### src/rtl/uart_rx_fifo_echo.sv
// UART endpoint: oversampled receiver feeding a show-ahead RX FIFO, plus a transmitter
// that either echoes accepted bytes (ECHO=1) or serves the tx_* request port (ECHO=0).
`timescale 1ns/1ps
module uart_rx_fifo_echo #(
    parameter int CLK_HZ     = 100_000_000,
    parameter int BAUD       = 9600,
    parameter int OVERSAMPLE = 16,
    parameter int DATA_BITS  = 8,
    parameter int FIFO_DEPTH = 8,
    parameter int ECHO       = 1
) (
    input  logic                          clk,
    input  logic                          rst_n,
    input  logic                          rx,
    output logic                          tx,
    output logic [DATA_BITS-1:0]          rx_data,
    output logic                          rx_valid,
    input  logic                          rx_ready,
    output logic [$clog2(FIFO_DEPTH):0]   rx_count,
    input  logic [DATA_BITS-1:0]          tx_data,
    input  logic                          tx_valid,
    output logic                          tx_ready,
    output logic                          frame_err,
    output logic                          overrun,
    output logic                          echo_drop
);
    localparam int DIV = CLK_HZ / (BAUD * OVERSAMPLE);
    localparam int DW  = (DIV > 1) ? $clog2(DIV) : 1;
    localparam int OW  = $clog2(OVERSAMPLE);
    localparam int BW  = $clog2(DATA_BITS + 1);
    localparam int AW  = $clog2(FIFO_DEPTH);

    typedef enum logic [2:0] {RX_IDLE, RX_START, RX_DATA, RX_STOP, RX_WAIT} rx_state_t;
    typedef enum logic [1:0] {TX_IDLE, TX_START, TX_DATA, TX_STOP} tx_state_t;

    // tx_* inputs are ignored in echo mode
    logic unused_tx_in;
    assign unused_tx_in = ^{tx_data, tx_valid};

    logic [DW-1:0] div_q;
    logic          tick;
    assign tick = (div_q == DW'(DIV - 1));

    logic [1:0] sync_q;
    logic       rx_s;
    assign rx_s = sync_q[1];

    always_ff @(posedge clk or negedge rst_n) begin
        if (!rst_n) begin
            div_q  <= '0;
            sync_q <= 2'b11;
        end else begin
            div_q  <= tick ? '0 : div_q + 1'b1;
            sync_q <= {sync_q[0], rx};
        end
    end

    rx_state_t              rx_state_q, rx_state_d;
    logic [OW-1:0]          rx_os_q, rx_os_d;
    logic [BW-1:0]          rx_bit_q, rx_bit_d;
    logic [DATA_BITS-1:0]   rx_sh_q, rx_sh_d;
    logic                   push_q, push_d;
    logic                   ferr_q, ferr_d;

    always_comb begin
        rx_state_d = rx_state_q;
        rx_os_d    = rx_os_q;
        rx_bit_d   = rx_bit_q;
        rx_sh_d    = rx_sh_q;
        push_d     = 1'b0;
        ferr_d     = 1'b0;
        case (rx_state_q)
            RX_IDLE: if (tick && !rx_s) begin
                rx_state_d = RX_START;
                rx_os_d    = '0;
            end
            RX_START: if (tick) begin
                if (rx_os_q == OW'(OVERSAMPLE / 2 - 1)) begin
                    rx_os_d    = '0;
                    rx_bit_d   = '0;
                    rx_state_d = rx_s ? RX_IDLE : RX_DATA;
                end else begin
                    rx_os_d = rx_os_q + 1'b1;
                end
            end
            RX_DATA: if (tick) begin
                if (rx_os_q == OW'(OVERSAMPLE - 1)) begin
                    rx_os_d = '0;
                    rx_sh_d = {rx_s, rx_sh_q[DATA_BITS-1:1]};
                    if (rx_bit_q == BW'(DATA_BITS - 1)) rx_state_d = RX_STOP;
                    else                                rx_bit_d   = rx_bit_q + 1'b1;
                end else begin
                    rx_os_d = rx_os_q + 1'b1;
                end
            end
            RX_STOP: if (tick) begin
                if (rx_os_q == OW'(OVERSAMPLE - 1)) begin
                    rx_os_d = '0;
                    if (rx_s) begin
                        push_d     = 1'b1;
                        rx_state_d = RX_IDLE;
                    end else begin
                        ferr_d     = 1'b1;
                        rx_state_d = RX_WAIT;
                    end
                end else begin
                    rx_os_d = rx_os_q + 1'b1;
                end
            end
            // a broken frame may leave the line low; re-arm only once it idles high
            RX_WAIT: if (rx_s) rx_state_d = RX_IDLE;
            default: rx_state_d = RX_IDLE;
        endcase
    end

    always_ff @(posedge clk or negedge rst_n) begin
        if (!rst_n) begin
            rx_state_q <= RX_IDLE;
            rx_os_q    <= '0;
            rx_bit_q   <= '0;
            rx_sh_q    <= '0;
            push_q     <= 1'b0;
            ferr_q     <= 1'b0;
        end else begin
            rx_state_q <= rx_state_d;
            rx_os_q    <= rx_os_d;
            rx_bit_q   <= rx_bit_d;
            rx_sh_q    <= rx_sh_d;
            push_q     <= push_d;
            ferr_q     <= ferr_d;
        end
    end

    logic [DATA_BITS-1:0] mem_q [FIFO_DEPTH];
    logic [AW-1:0]        wr_q, rd_q;
    logic [AW:0]          cnt_q;
    logic                 pop, full, do_push, ovr_q;

    assign pop     = rx_ready && rx_valid;
    assign full    = (cnt_q == (AW+1)'(FIFO_DEPTH));
    assign do_push = push_q && (!full || pop);

    always_ff @(posedge clk) begin
        if (do_push) mem_q[wr_q] <= rx_sh_q;
    end

    always_ff @(posedge clk or negedge rst_n) begin
        if (!rst_n) begin
            wr_q  <= '0;
            rd_q  <= '0;
            cnt_q <= '0;
            ovr_q <= 1'b0;
        end else begin
            ovr_q <= push_q && full && !pop;
            if (do_push) wr_q <= wr_q + 1'b1;
            if (pop)     rd_q <= rd_q + 1'b1;
            case ({do_push, pop})
                2'b10:   cnt_q <= cnt_q + 1'b1;
                2'b01:   cnt_q <= cnt_q - 1'b1;
                default: cnt_q <= cnt_q;
            endcase
        end
    end

    assign rx_valid  = (cnt_q != '0);
    assign rx_data   = rx_valid ? mem_q[rd_q] : '0;
    assign rx_count  = cnt_q;
    assign frame_err = ferr_q;
    assign overrun   = ovr_q;

    tx_state_t            tx_state_q, tx_state_d;
    logic [DW-1:0]        tx_div_q, tx_div_d;
    logic [OW-1:0]        tx_os_q, tx_os_d;
    logic [BW-1:0]        tx_bit_q, tx_bit_d;
    logic [DATA_BITS-1:0] tx_sh_q, tx_sh_d;
    logic                 drop_q, drop_d;
    logic                 tx_idle, tx_tick, load;
    logic [DATA_BITS-1:0] load_data;

    assign tx_idle = (tx_state_q == TX_IDLE);
    // private divider restarted on load so every bit is exactly DIV*OVERSAMPLE clocks
    assign tx_tick = (tx_div_q == DW'(DIV - 1));

    always_comb begin
        load      = 1'b0;
        load_data = tx_data;
        drop_d    = 1'b0;
        if (ECHO != 0) begin
            load      = push_q && tx_idle;
            load_data = rx_sh_q;
            drop_d    = push_q && !tx_idle;
        end else begin
            load      = tx_valid && tx_idle;
        end
    end

    always_comb begin
        tx_state_d = tx_state_q;
        tx_os_d    = tx_os_q;
        tx_bit_d   = tx_bit_q;
        tx_sh_d    = tx_sh_q;
        tx_div_d   = (tx_idle || tx_tick) ? '0 : tx_div_q + 1'b1;
        case (tx_state_q)
            TX_IDLE: if (load) begin
                tx_state_d = TX_START;
                tx_os_d    = '0;
                tx_sh_d    = load_data;
            end
            TX_START: if (tx_tick) begin
                if (tx_os_q == OW'(OVERSAMPLE - 1)) begin
                    tx_os_d    = '0;
                    tx_bit_d   = '0;
                    tx_state_d = TX_DATA;
                end else begin
                    tx_os_d = tx_os_q + 1'b1;
                end
            end
            TX_DATA: if (tx_tick) begin
                if (tx_os_q == OW'(OVERSAMPLE - 1)) begin
                    tx_os_d = '0;
                    tx_sh_d = tx_sh_q >> 1;
                    if (tx_bit_q == BW'(DATA_BITS - 1)) tx_state_d = TX_STOP;
                    else                                tx_bit_d   = tx_bit_q + 1'b1;
                end else begin
                    tx_os_d = tx_os_q + 1'b1;
                end
            end
            TX_STOP: if (tx_tick) begin
                if (tx_os_q == OW'(OVERSAMPLE - 1)) begin
                    tx_os_d    = '0;
                    tx_state_d = TX_IDLE;
                end else begin
                    tx_os_d = tx_os_q + 1'b1;
                end
            end
            default: tx_state_d = TX_IDLE;
        endcase
    end

    always_ff @(posedge clk or negedge rst_n) begin
        if (!rst_n) begin
            tx_state_q <= TX_IDLE;
            tx_div_q   <= '0;
            tx_os_q    <= '0;
            tx_bit_q   <= '0;
            tx_sh_q    <= '0;
            drop_q     <= 1'b0;
        end else begin
            tx_state_q <= tx_state_d;
            tx_div_q   <= tx_div_d;
            tx_os_q    <= tx_os_d;
            tx_bit_q   <= tx_bit_d;
            tx_sh_q    <= tx_sh_d;
            drop_q     <= drop_d;
        end
    end

    always_comb begin
        tx = 1'b1;
        case (tx_state_q)
            TX_START: tx = 1'b0;
            TX_DATA:  tx = tx_sh_q[0];
            default:  tx = 1'b1;
        endcase
    end

    assign tx_ready  = (ECHO == 0) && tx_idle;
    assign echo_drop = drop_q;
endmodule

### config.mk
export PLATFORM = sky130hd
export DESIGN_NAME = uart_rx_fifo_echo
export DESIGN_NICKNAME = d
export VERILOG_FILES = /design/src/rtl/uart_rx_fifo_echo.sv
export SDC_FILE = /design/constraint.sdc
export NUM_CORES = 1
export LEC_CHECK = 0
export CORE_MARGIN = 3
export CORE_UTILIZATION = 45
export CTS_BUF_LIST = sky130_fd_sc_hd__clkbuf_8
export DETAILED_ROUTE_END_ITERATION = 8
export PLACE_DENSITY = 0.71
export SKIP_CTS_REPAIR_TIMING = 1
export SYNTH_ARGS = -nofsm -noshare
export SYNTH_HDL_FRONTEND = slang
export SYNTH_SLANG_ARGS = --single-unit
### constraint.sdc
create_clock -name clk -period 2.1 [get_ports clk]
set_input_delay 0.525 -clock clk [delete_from_list [all_inputs] [get_ports clk]]
set_output_delay 0.525 -clock clk [all_outputs]
set_load 0.05 [all_outputs]
# --- Yosys cells after proc, flatten, opt, wreduce, memory -nomap -nowiden ---
# Memory sizes are Yosys's and may differ from the RTL's.
# Cells that the tools add are included.
word_totals:
  out_inout_bits: 18
  register_bits: 73
  ramBits: 64
  inputBits: 13
  n_memories: 1
mem_list:
  columns: ["memory", "words", "width", "rd", "rd_ports_with_merged_regs", "write_ports", "line_no", "source"]
  rows:
  - ["mem_q", 8, 8, 1, 0, 1, "134", "logic [DATA_BITS-1:0] mem_q [FIFO_DEPTH];"]
op_classes:
  mux: 62
  reduce_logical: 31
  addsub: 10
  eq_ne: 38
op_table:
  columns: ["op", "n"]
  rows:
  - ["$mux W4", 18]
  - ["$ne A2 B2 Y1 const B", 18]
  - ["$mux W8", 4]
  - ["$pmux W4 S2", 4]
  - ["$mux W3", 10]
  - ["$add A10 B1 Y10 const B", 2]
  - ["$add A4 B1 Y4 const B", 5]
  - ["$eq A10 B10 Y1 const B", 2]
  - ["$mux W10", 2]
  - ["$mux W2", 9]
  - ["$pmux W8 S2", 1]
  - ["$pmux W3 S5", 1]
  - ["$eq A4 B3 Y1 const B", 3]
  - ["$eq A4 B4 Y1 const B", 3]
  - ["$pmux W4 S3", 1]
  - ["$reduce_and A6 Y1", 2]
  - ["$mux W1", 10]
  - ["$reduce_and A9 Y1", 1]
  - ["$pmux W2 S4", 1]
  - ["$reduce_and A4 Y1", 2]
  - ["$reduce_and A8 Y1", 1]
  - ["$reduce_bool A2 Y1", 4]
  - ["$logic_and A1 B1 Y1", 7]
  - ["$add A3 B1 Y3 const B", 2]
  - ["18 further kinds", 28]

# --- Logic depth before layout (Yosys ltp) ---
# Gate-level depths: netlist of run 1.
depth:
  depth_word: 6
  depth_mapped: 9
  mapped_depth_nobuf: 8

# --- Least setup slack after synthesis of run 1 ---
# Ideal clock, no wire load.
synth_timing:
  path_type: "register -> output"
  start: "register tx_state_q[0]"
  end: "output tx"
  path_slack_ns: -0.522
  path_stages_with_launch: 6
  arrival_ns: 2.097
  path_buffers: 2
  cell_sequence: "dfrtp_1 inv_1 ha_1 clkbuf_1 clkbuf_1 o21ai_0"
synth_via:
  elab_chain_cells: 2
  elab_cells_between_ends: 3
  cone_classes: "eq/ne (2); mux (1)"
synth_lines:
  columns: ["item", "line_no", "source"]
  rows:
  - ["start: declaration", "171", "tx_state_t tx_state_q, tx_state_d;"]
  - ["start signal: assignment", "249", "tx_state_q <= tx_state_d;"]
  - ["$eq A2 B2 Y1 or $eq A2 B1 Y1 (tied branches)", "260", "case (tx_state_q)"]
  - ["$pmux W1 S2 (*)", "260", null]
  - ["end: declaration", "15", "output logic tx,"]
# Every way passes the cells marked *; elsewhere a longest branch is shown, timed or not.

# --- Final worst setup path of run 1 ---
layout_timing:
  start: "register rd_q[0]"
  end: "output rx_data[1]"
layout_via:
  elab_chain_cells: 2
layout_lines:
  columns: ["item", "line_no", "source"]
  rows:
  - ["start: declaration", "135", "logic [AW-1:0] wr_q, rd_q;"]
  - ["start signal: assignment", "156", "if (pop) rd_q <= rd_q + 1'b1;"]
  - ["$mem_v2 Z8 W8", null, null]
  - ["$mux W8", "166", "assign rx_data = rx_valid ? mem_q[rd_q] : '0;"]
  - ["end: declaration", "16", "output logic [DATA_BITS-1:0] rx_data,"]
# No other way between the ends.

==> results.md, run 1 <==
Flow run:
- Across the run, the number of max-cap violations was 0.

STA:
- The routed design could run at a clock period as short as 2.50 ns.
- The final hold slack is 0.357 ns.
- The share of the clock period used by the worst path is 119%.
- The final-report hold violation count is 0.
- Clock skew on the completed layout was measured at 0.00881 ns.
- The final max-slew violation count is 0.
- Setup violations remaining at the end of the flow were counted as 9.
- Setup slack on the critical path of the routed design comes to -0.399 ns.
- Setup repair after global routing could not meet its margin everywhere.
- Static timing analysis puts the maximum clock frequency at 400 MHz.
- The worst slew slack as a fraction of its limit is 62.3%.
- The slew at the pin closest to its max-slew limit is 0.551 ns.

Clock tree:
- Clock tree synthesis inserted a total of 17 buffers.
- Clock tree synthesis found a total of 137 sinks.
- CTS built an H-tree with a depth of 4.
- The clock tree from TritonCTS is done.
- The insertion delay of the later-clocked pin in the worst-skew pair is 0.44 ns.
- The clock-pin transition on the worst setup and hold timing paths is 0.08 ns.
- The buffer depth of the longest clock path is 2.
- Clock tree synthesis selected as its root buffer the cell sky130_fd_sc_hd__clkbuf_8.

Floorplanning:
- The initial cell density of the core is 46.6%.
- From bottom edge to top edge, the die measures 124 um.
- The core outline area is 13500 um^2.
- The die is 124 um wide.
- 31 I/O pins were placed.
- In this run the core area contains 42 standard-cell rows.
- The die covers 15400 um^2.

Finish:
- Cells with a size suffix above 1 make up 30.6% of the layout.
- The net count reported at finish is 574.
- The post-layout instance area is 7520 um^2.
- The number of antenna cells inserted is 0.
- The count of cells in the finished layout, fillers not included, comes to 735.
- The number of inserted filler cells in the final layout is 1103.
- The area growth from synthesis to layout is 19.8%.

Power:
- The analysis attributes to cell leakage a power of 3.05 nW.
- The power share of the sequential group is 38.9%.
- The switching power of the nets is 2.45 mW.
- Power spread over the standard cell area amounts to 1010 nW/um^2.
- The share of total power dissipated in the clock network is 30.1%.
- The internal power of the cells totals 5.16 mW.
- IR analysis of the VDD net gives a maximum drop of 0.000437 V.
- The net switching fraction of the power is 32.2%.
- Power comes to 7.62 mW.
- Per report_power, the combinational group accounts for 30.9% of the total.

Synthesis:
- The sequential element share of the synthesized area is 59.8%.
- The primary flip-flop cell chosen by synthesis mapping is sky130_fd_sc_hd__dfrtp_1.
- The number of synthesis warnings is 0.
- The mean cell area of the mapped netlist is 13.0 um^2.
- Synthesis inferred 137 register bits.
- Synthesis produced a netlist whose cell count is 483.
- Yosys mapped the design onto 58 distinct sky130hd cell types.
- After synthesis, the most frequently instantiated cells are sky130_fd_sc_hd__dfrtp_1, sky130_fd_sc_hd__edfxtp_1, sky130_fd_sc_hd__nor2_1.
- The top cell type's share of synthesized area is 30.6%.
- The post-synthesis cell area is 6270 um^2.
- The count of flip-flops with a built-in enable after synthesis is 64.
- The cell accounting for the most synthesized area is sky130_fd_sc_hd__edfxtp_1.
- The most frequent cell after synthesis is sky130_fd_sc_hd__dfrtp_1.
- Ranked by total cell area, the synthesized netlist is headed by sky130_fd_sc_hd__edfxtp_1, sky130_fd_sc_hd__dfrtp_1, sky130_fd_sc_hd__mux4_2, sky130_fd_sc_hd__ha_1, sky130_fd_sc_hd__nor2_1.
- The number of nets handed over by synthesis was 511.
- In the synthesized netlist the async set-or-reset flop fraction comes to 53.3%.

Route:
- The count of nets left with antenna violations once routing finished came out at 0.
- After detailed routing, the number of remaining DRC violations is 0.
- The number of detailed-routing iterations run before antenna repair is 4.
- After detailed routing, the total wire length is 12100 um.
- In the routed layout, each cell is associated on average with a via count of 5.47.
- The detail-routed net length per standard cell is 16.4 um.
- The routed layout has 4022 vias.
- The count of routing violations after the opening detailed-route iteration is 294.

Worst setup path:
- The count of buffer and inverter cells on the critical path is 2.
- The critical path's top delay family is multiplexers.
- At the worst endpoint, the required time is 1.57 ns.
- The classification of the worst setup path is flop to output pin.
- STA puts the critical path data arrival time at 1.97 ns.
- The delay of the slowest cell on the worst path is 0.51 ns.
- The cell with the largest stage delay on the worst path is sky130_fd_sc_hd__mux4_2.
- STA classifies the critical path endpoint as an output pin.
- In this run the worst path has a maximum fanout of 10.
- The type of origin of the critical path is a flop.
- Walking the worst path, the cells encountered are buf_12 -> mux4_2 -> mux2i_1 -> nor2_2 -> buf_4.

Place:
- The HPWL after detailed placement is 8080 um.
- Prior to clock tree synthesis, the placed netlist has a worst setup slack of -0.191 ns.
- The cell area after placement is 6930 um^2.
- In this run the tool buffered the top-level ports with 20 buffer cells.
- The routability congestion estimate from global placement is 0.803.
- The cell count after placement is 693.

Run status:
- The run finished, with violations left.
- The checks that failed: negative setup slack.

Global route:
- The via count of the first global-routing pass is 3920.
- The total overflow left after global routing is 0.
- The maximum number of pins on one net before global-route repair is 59.
- The number of antenna violations at the first check in global routing was 0.
- The first global-routing pass estimated 19600 um of wire.
- The global-route total usage across every layer is 16.8%.

Worst hold path:
- The worst hold-check path type is flop to flop.
## logic make-up (layout without fill, tap and decap cells)
logic type	after synthesis	in the layout	synth area share, %
AND/OR/NAND/NOR	180	180	15.5
flip-flops	137	137	59.8
adder cells (fa/ha/maj)	15	15	2.99
AO/OA/AOI/OAI	57	57	6.68
buffers and inverters	30	106	1.91
multiplexers	42	42	10.1
XOR/XNOR	21	21	2.93
other	1	1	0.0598
## path summary, 6_finish.rpt
check | from | endpoint | slack [ns] | depth (start not counted)
min reg2reg | sync_q[0]$_DFF_PN1_ | sync_q[1]$_DFF_PN1_ | 0.36 | 0
min in group asynchronous | rst_n | tx_state_q[0]$_DFFE_PN0P_ | 0.49 | 2
min | sync_q[0]$_DFF_PN1_ | sync_q[1]$_DFF_PN1_ | 0.36 | 0
max in group asynchronous | rst_n | sync_q[1]$_DFF_PN1_ | 0.99 | 3
max | rd_q[0]$_DFFE_PN0N_ | rx_data[1] | -0.40 | 5
max reg2reg | rx_count[2]$_DFFE_PN0P_ | rx_count[2]$_DFFE_PN0P_ | 0.11 | 8
## placed cells by master, fill, tap and decap left out, types with 13 or more instances in the layout
cell / synthesis / final
sky130_fd_sc_hd__buf_4: 1 / 43
sky130_fd_sc_hd__dfrtp_1: 71 / 67
sky130_fd_sc_hd__nand3_1: 19 / 19
sky130_fd_sc_hd__nor2_1: 49 / 41
sky130_fd_sc_hd__mux2_2: 13 / 13
sky130_fd_sc_hd__mux4_2: 16 / 16
sky130_fd_sc_hd__nand2_1: 28 / 28
sky130_fd_sc_hd__clkbuf_8: 0 / 19
sky130_fd_sc_hd__edfxtp_1: 64 / 64
sky130_fd_sc_hd__xnor2_1: 14 / 14
## power groups by stage
stage	registers, mW	clock network [mW]	logic [mW]
global route	2.98	2.47	2.51
global placement	3.01	0	2.17
detailed placement	3.02	0	2.21
CTS	2.96	2.34	2.21
finish	2.97	2.29	2.36
floorplan	3.07	0	1.50
## flip-flops by register name, summed over array words and instances (netlist names)
name / cells
div_q: 10
tx_state_q: 2
rx_state_q: 3
tx_div_q: 10
echo_drop: 1
overrun: 1
tx_os_q: 4
rx_count: 4
load_data: 8
push_q: 1
rd_q: 3
tx_bit_q: 4
mem_q: 64
rx_os_q: 4
wr_q: 3
rx_bit_q: 4
sync_q: 2
tx_sh_q: 8
frame_err: 1
## per-layer routing
metal	track usage, %	up-vias	part of all wire (%)
li1	-	1926	-
met1	21.9	2027	46
met2	27.3	57	50
met3	3.95	12	2.7
met4	6.64	0	1.2
met5	0	-	0
## stage by stage
stage | TNS, ns | util [%]
after detailed placement | -9.02 | 51.5
after global routing | -3.99 | 55.9
final | -3.07 | 55.9
after floorplan | -11.39 | -
after CTS | -4.20 | 54.7
after global placement | -8.14 | 51.5
## area by class of cell
| type | count | area [um^2] | share of cell area (%) |
|---|---|---|---|
| multi-input cells | 316 | 2480 | 33.0 |
| flip-flops and latches | 137 | 3760 | 50.0 |
| well taps | 176 | 220 | 2.93 |
| inverters | 10 | 42.5 | 0.566 |
| clock inverters | 13 | 166 | 2.21 |
| clock buffers | 19 | 262 | 3.48 |
| repair buffers | 64 | 589 | 7.84 |
Power figures use the tool's default switching activity.
==> run 2: changes to the inputs <==
--- a/config.mk
+++ b/config.mk
@@ -5,11 +5,14 @@
 export SDC_FILE = /design/constraint.sdc
 export NUM_CORES = 1
 export LEC_CHECK = 0
+export CAP_MARGIN = 20
 export CORE_MARGIN = 3
 export CORE_UTILIZATION = 45
 export CTS_BUF_LIST = sky130_fd_sc_hd__clkbuf_8
 export DETAILED_ROUTE_END_ITERATION = 8
+export MAX_ROUTING_LAYER = met4
 export PLACE_DENSITY = 0.71
+export REMOVE_ABC_BUFFERS = 1
 export SKIP_CTS_REPAIR_TIMING = 1
 export SYNTH_ARGS = -nofsm -noshare
 export SYNTH_HDL_FRONTEND = slang
==> run 2 against run 1 <==
The flow still finishes with violations (negative setup slack). Via count grew 0.22%. Clock-buffer cell count fell by 1. Power up 1.4%. Largest power group unchanged. Worst setup slack worse by 0.019 ns. Global-route usage increased by 0.83 points. Final cell count decreased by 0.14%. Sequential power about the same. Hold slack lost 0.33 ns.
==> results.md, run 2 (same netlist as run 1, synthesis figures left out) <==
Worst setup path:
- On the worst path, the slowest cell contributes a delay of 0.52 ns.
- Along the worst path, the maximum fanout reaches 8.
- The classification of the worst setup path is flop to output pin.
- The signal on the critical path passes through clkbuf_16 -> mux4_2 -> mux2i_1 -> nor2_1 -> buf_6.
- Data arrives at the worst endpoint at 1.99 ns.
- The cell with the largest stage delay on the worst path is sky130_fd_sc_hd__mux4_2.
- The worst setup path is launched from a flop.
- Setup slack on the worst reg-to-reg path comes out at 0.11 ns.
- Together, buffers and inverters on the worst path number 2.
- The data required time at the worst endpoint is 1.57 ns.
- The element type at the critical path end is an output pin.
- The critical path's top delay family is multiplexers.

Clock tree:
- The insertion delay of the later-clocked pin in the worst-skew pair is 0.45 ns.
- The buffer depth of the longest clock path is 2.
- Clock tree synthesis inserted a total of 17 buffers.
- The clock net in this run drives a total of 137 sinks.
- The cell chosen for the clock root is sky130_fd_sc_hd__clkbuf_8.
- The clock tree from TritonCTS is done.
- After clock tree synthesis, the clock-pin slew on the worst setup and hold paths is 0.08 ns.
- The number of H-tree branching levels is 4.

Run status:
- The flow ran to the end, but the final reports show violations.
- The checks that failed: negative setup slack.

Route:
- For this run, design rule violations remaining after detail routing come to 0.
- The number of detailed-routing iterations run before antenna repair is 4.
- The detail-routed net length per standard cell is 16.6 um.
- The number of antenna-violating nets in the routed design is 0.
- The ratio of routed vias to standard cells is 5.49.
- The detailed router finished its first iteration with 283 violations.
- The total wire length after detailed routing is 12200 um.
- The via count is 4031.

Global route:
- The maximum number of pins on one net before global-route repair is 35.
- The first-pass GRT wire length is 20000 um.
- The global-route total usage across every layer is 17.6%.
- After global routing the overflow that remains totals 0.
- The via count of the first global-routing pass is 4021.
- The number of antenna violations at the first check in global routing is 0.

Flow run:
- The number of max-cap violations is 0.

Finish:
- The largest registers in the layout are mem_q (64), div_q (10), tx_div_q (10).
- The area of combinational cells with multiple inputs is 2470 um^2.
- The post-layout instance area is 7540 um^2.
- Cells fill 56.1% of the core in the end.
- The fraction of layout instances using a drive strength above 1 is 28.3%.
- The area growth from synthesis to layout is 20.2%.
- The filler cells instantiated in the layout total 1105.
- Counting flops per register, the top entry is mem_q.
- The register with the most flip-flops in the layout has 64 of them.
- The sequential cell area in the final layout is 3750 um^2.
- The number of antenna cells inserted is 0.
- For this run, the post-layout net count is 573.
- Leaving out fill and tap cells, the most frequent cells in the layout are sky130_fd_sc_hd__dfrtp_1, sky130_fd_sc_hd__edfxtp_1, sky130_fd_sc_hd__nor2_1, sky130_fd_sc_hd__buf_4, sky130_fd_sc_hd__nand2_1.
- The most common cell after layout, fill and taps aside is sky130_fd_sc_hd__dfrtp_1.

STA:
- The peak clock frequency supported by timing is 397 MHz.
- The clock arrives with 0.0113 ns of skew.
- Headroom to the max-slew limit came out at 62.0%.
- The slew at the pin closest to its max-slew limit is 0.570 ns.
- The count of final setup violators is 8.
- The final max-slew violation count was 0.
- The share of the clock period used by the worst path is 120%.
- The final hold slack is 0.0283 ns.
- Setup repair after global routing could not meet its margin everywhere.
- For the finished layout, the period the worst path requires is 2.52 ns.
- The final-report hold violation count is 0.
- In the post-route analysis, the smallest setup slack over all paths is -0.419 ns.

Place:
- The congestion estimate from routability-driven global placement came to 0.863.
- The cell area after placement is 6900 um^2.
- The number of buffers added on ports is 20.
- The detailed-placement wirelength estimate is 8120 um.

Floorplanning:
- The core outline area is 13500 um^2.
- In this run the count of I/O pins placed on the die edge is 31.
- The initialized floorplan defines 42 standard-cell rows.
- The die extent in x is 124 um.
- Once the floorplan was initialized, standard cells occupied 46.6% of the core.
- The vertical extent of the die is 124 um.
- The die covers 15400 um^2.

Power:
- Across the VDD grid, the largest voltage drop is 0.000429 V.
- The cell leakage power is 3.09 nW.
- Dividing total power by cell area gives a power density of 1020 nW/um^2.
- The completed layout was analyzed and its total power is 7.73 mW.

Worst hold path:
- The worst hold-check path type is primary input to asynchronous set/reset pin.
## run 2: cell count changes in the layout (fill, tap and decap cells not counted), sizes merged
cell / change
dlygate4sd3: -1
buf: -1
inv: +1
bufinv: +1
clkinvlp: -1
## run 2: path summary, 6_finish.rpt
| path | startpoint | endpoint | cells after the start |
|---|---|---|---|
| setup / recovery | rd_q[0]$_DFFE_PN0N_ | rx_data[5] | 5 |
| hold / removal | rst_n | rx_bit_q[3]$_DFFE_PN0P_ | 1 |
| setup reg to reg | rx_count[2]$_DFFE_PN0P_ | rx_count[2]$_DFFE_PN0P_ | 8 |
| hold reg to reg | sync_q[0]$_DFF_PN1_ | sync_q[1]$_DFF_PN1_ | 0 |
| max in group asynchronous | rst_n | rx_state_q[0]$_DFFE_PN0P_ | 2 |
| min in group clk | sync_q[0]$_DFF_PN1_ | sync_q[1]$_DFF_PN1_ | 0 |
## run 2: area by class of cell
type | count | area share [%]
Multi-Input combinational cell | 316 | 32.8
Clock buffer | 18 | 3.28
Inverter | 10 | 0.498
Timing Repair Buffer | 63 | 8.16
Tap cell | 176 | 2.92
Sequential cell | 137 | 49.7
Clock inverter | 14 | 2.59
## run 2: per-layer routing
layer | GRT usage, % | share of wire [%]
met1 | 22.4 | 45
met2 | 27.5 | 51
met3 | 5.45 | 3.4
met4 | 5.13 | 1.2
met5 | - | 0
## run 2: where the power goes
group / leakage, nW / internal (mW) / switching (mW)
logic: 1.29 / 1.09 / 1.29
registers: 1.57 / 2.85 / 0.119
clock network: 0.223 / 1.33 / 1.04
## run 2: stage by stage
| step | std cells | setup TNS [ns] | worst slack [ns] |
|---|---|---|---|
| after floorplan | 463 | -17.76 | -0.488 |
| after global placement | 696 | -10.04 | -0.275 |
| after detailed placement | 696 | -11.07 | -0.282 |
| after CTS | 728 | -4.05 | -0.473 |
| after global routing | 734 | -4.13 | -0.520 |
| final | 734 | -3.25 | -0.419 |
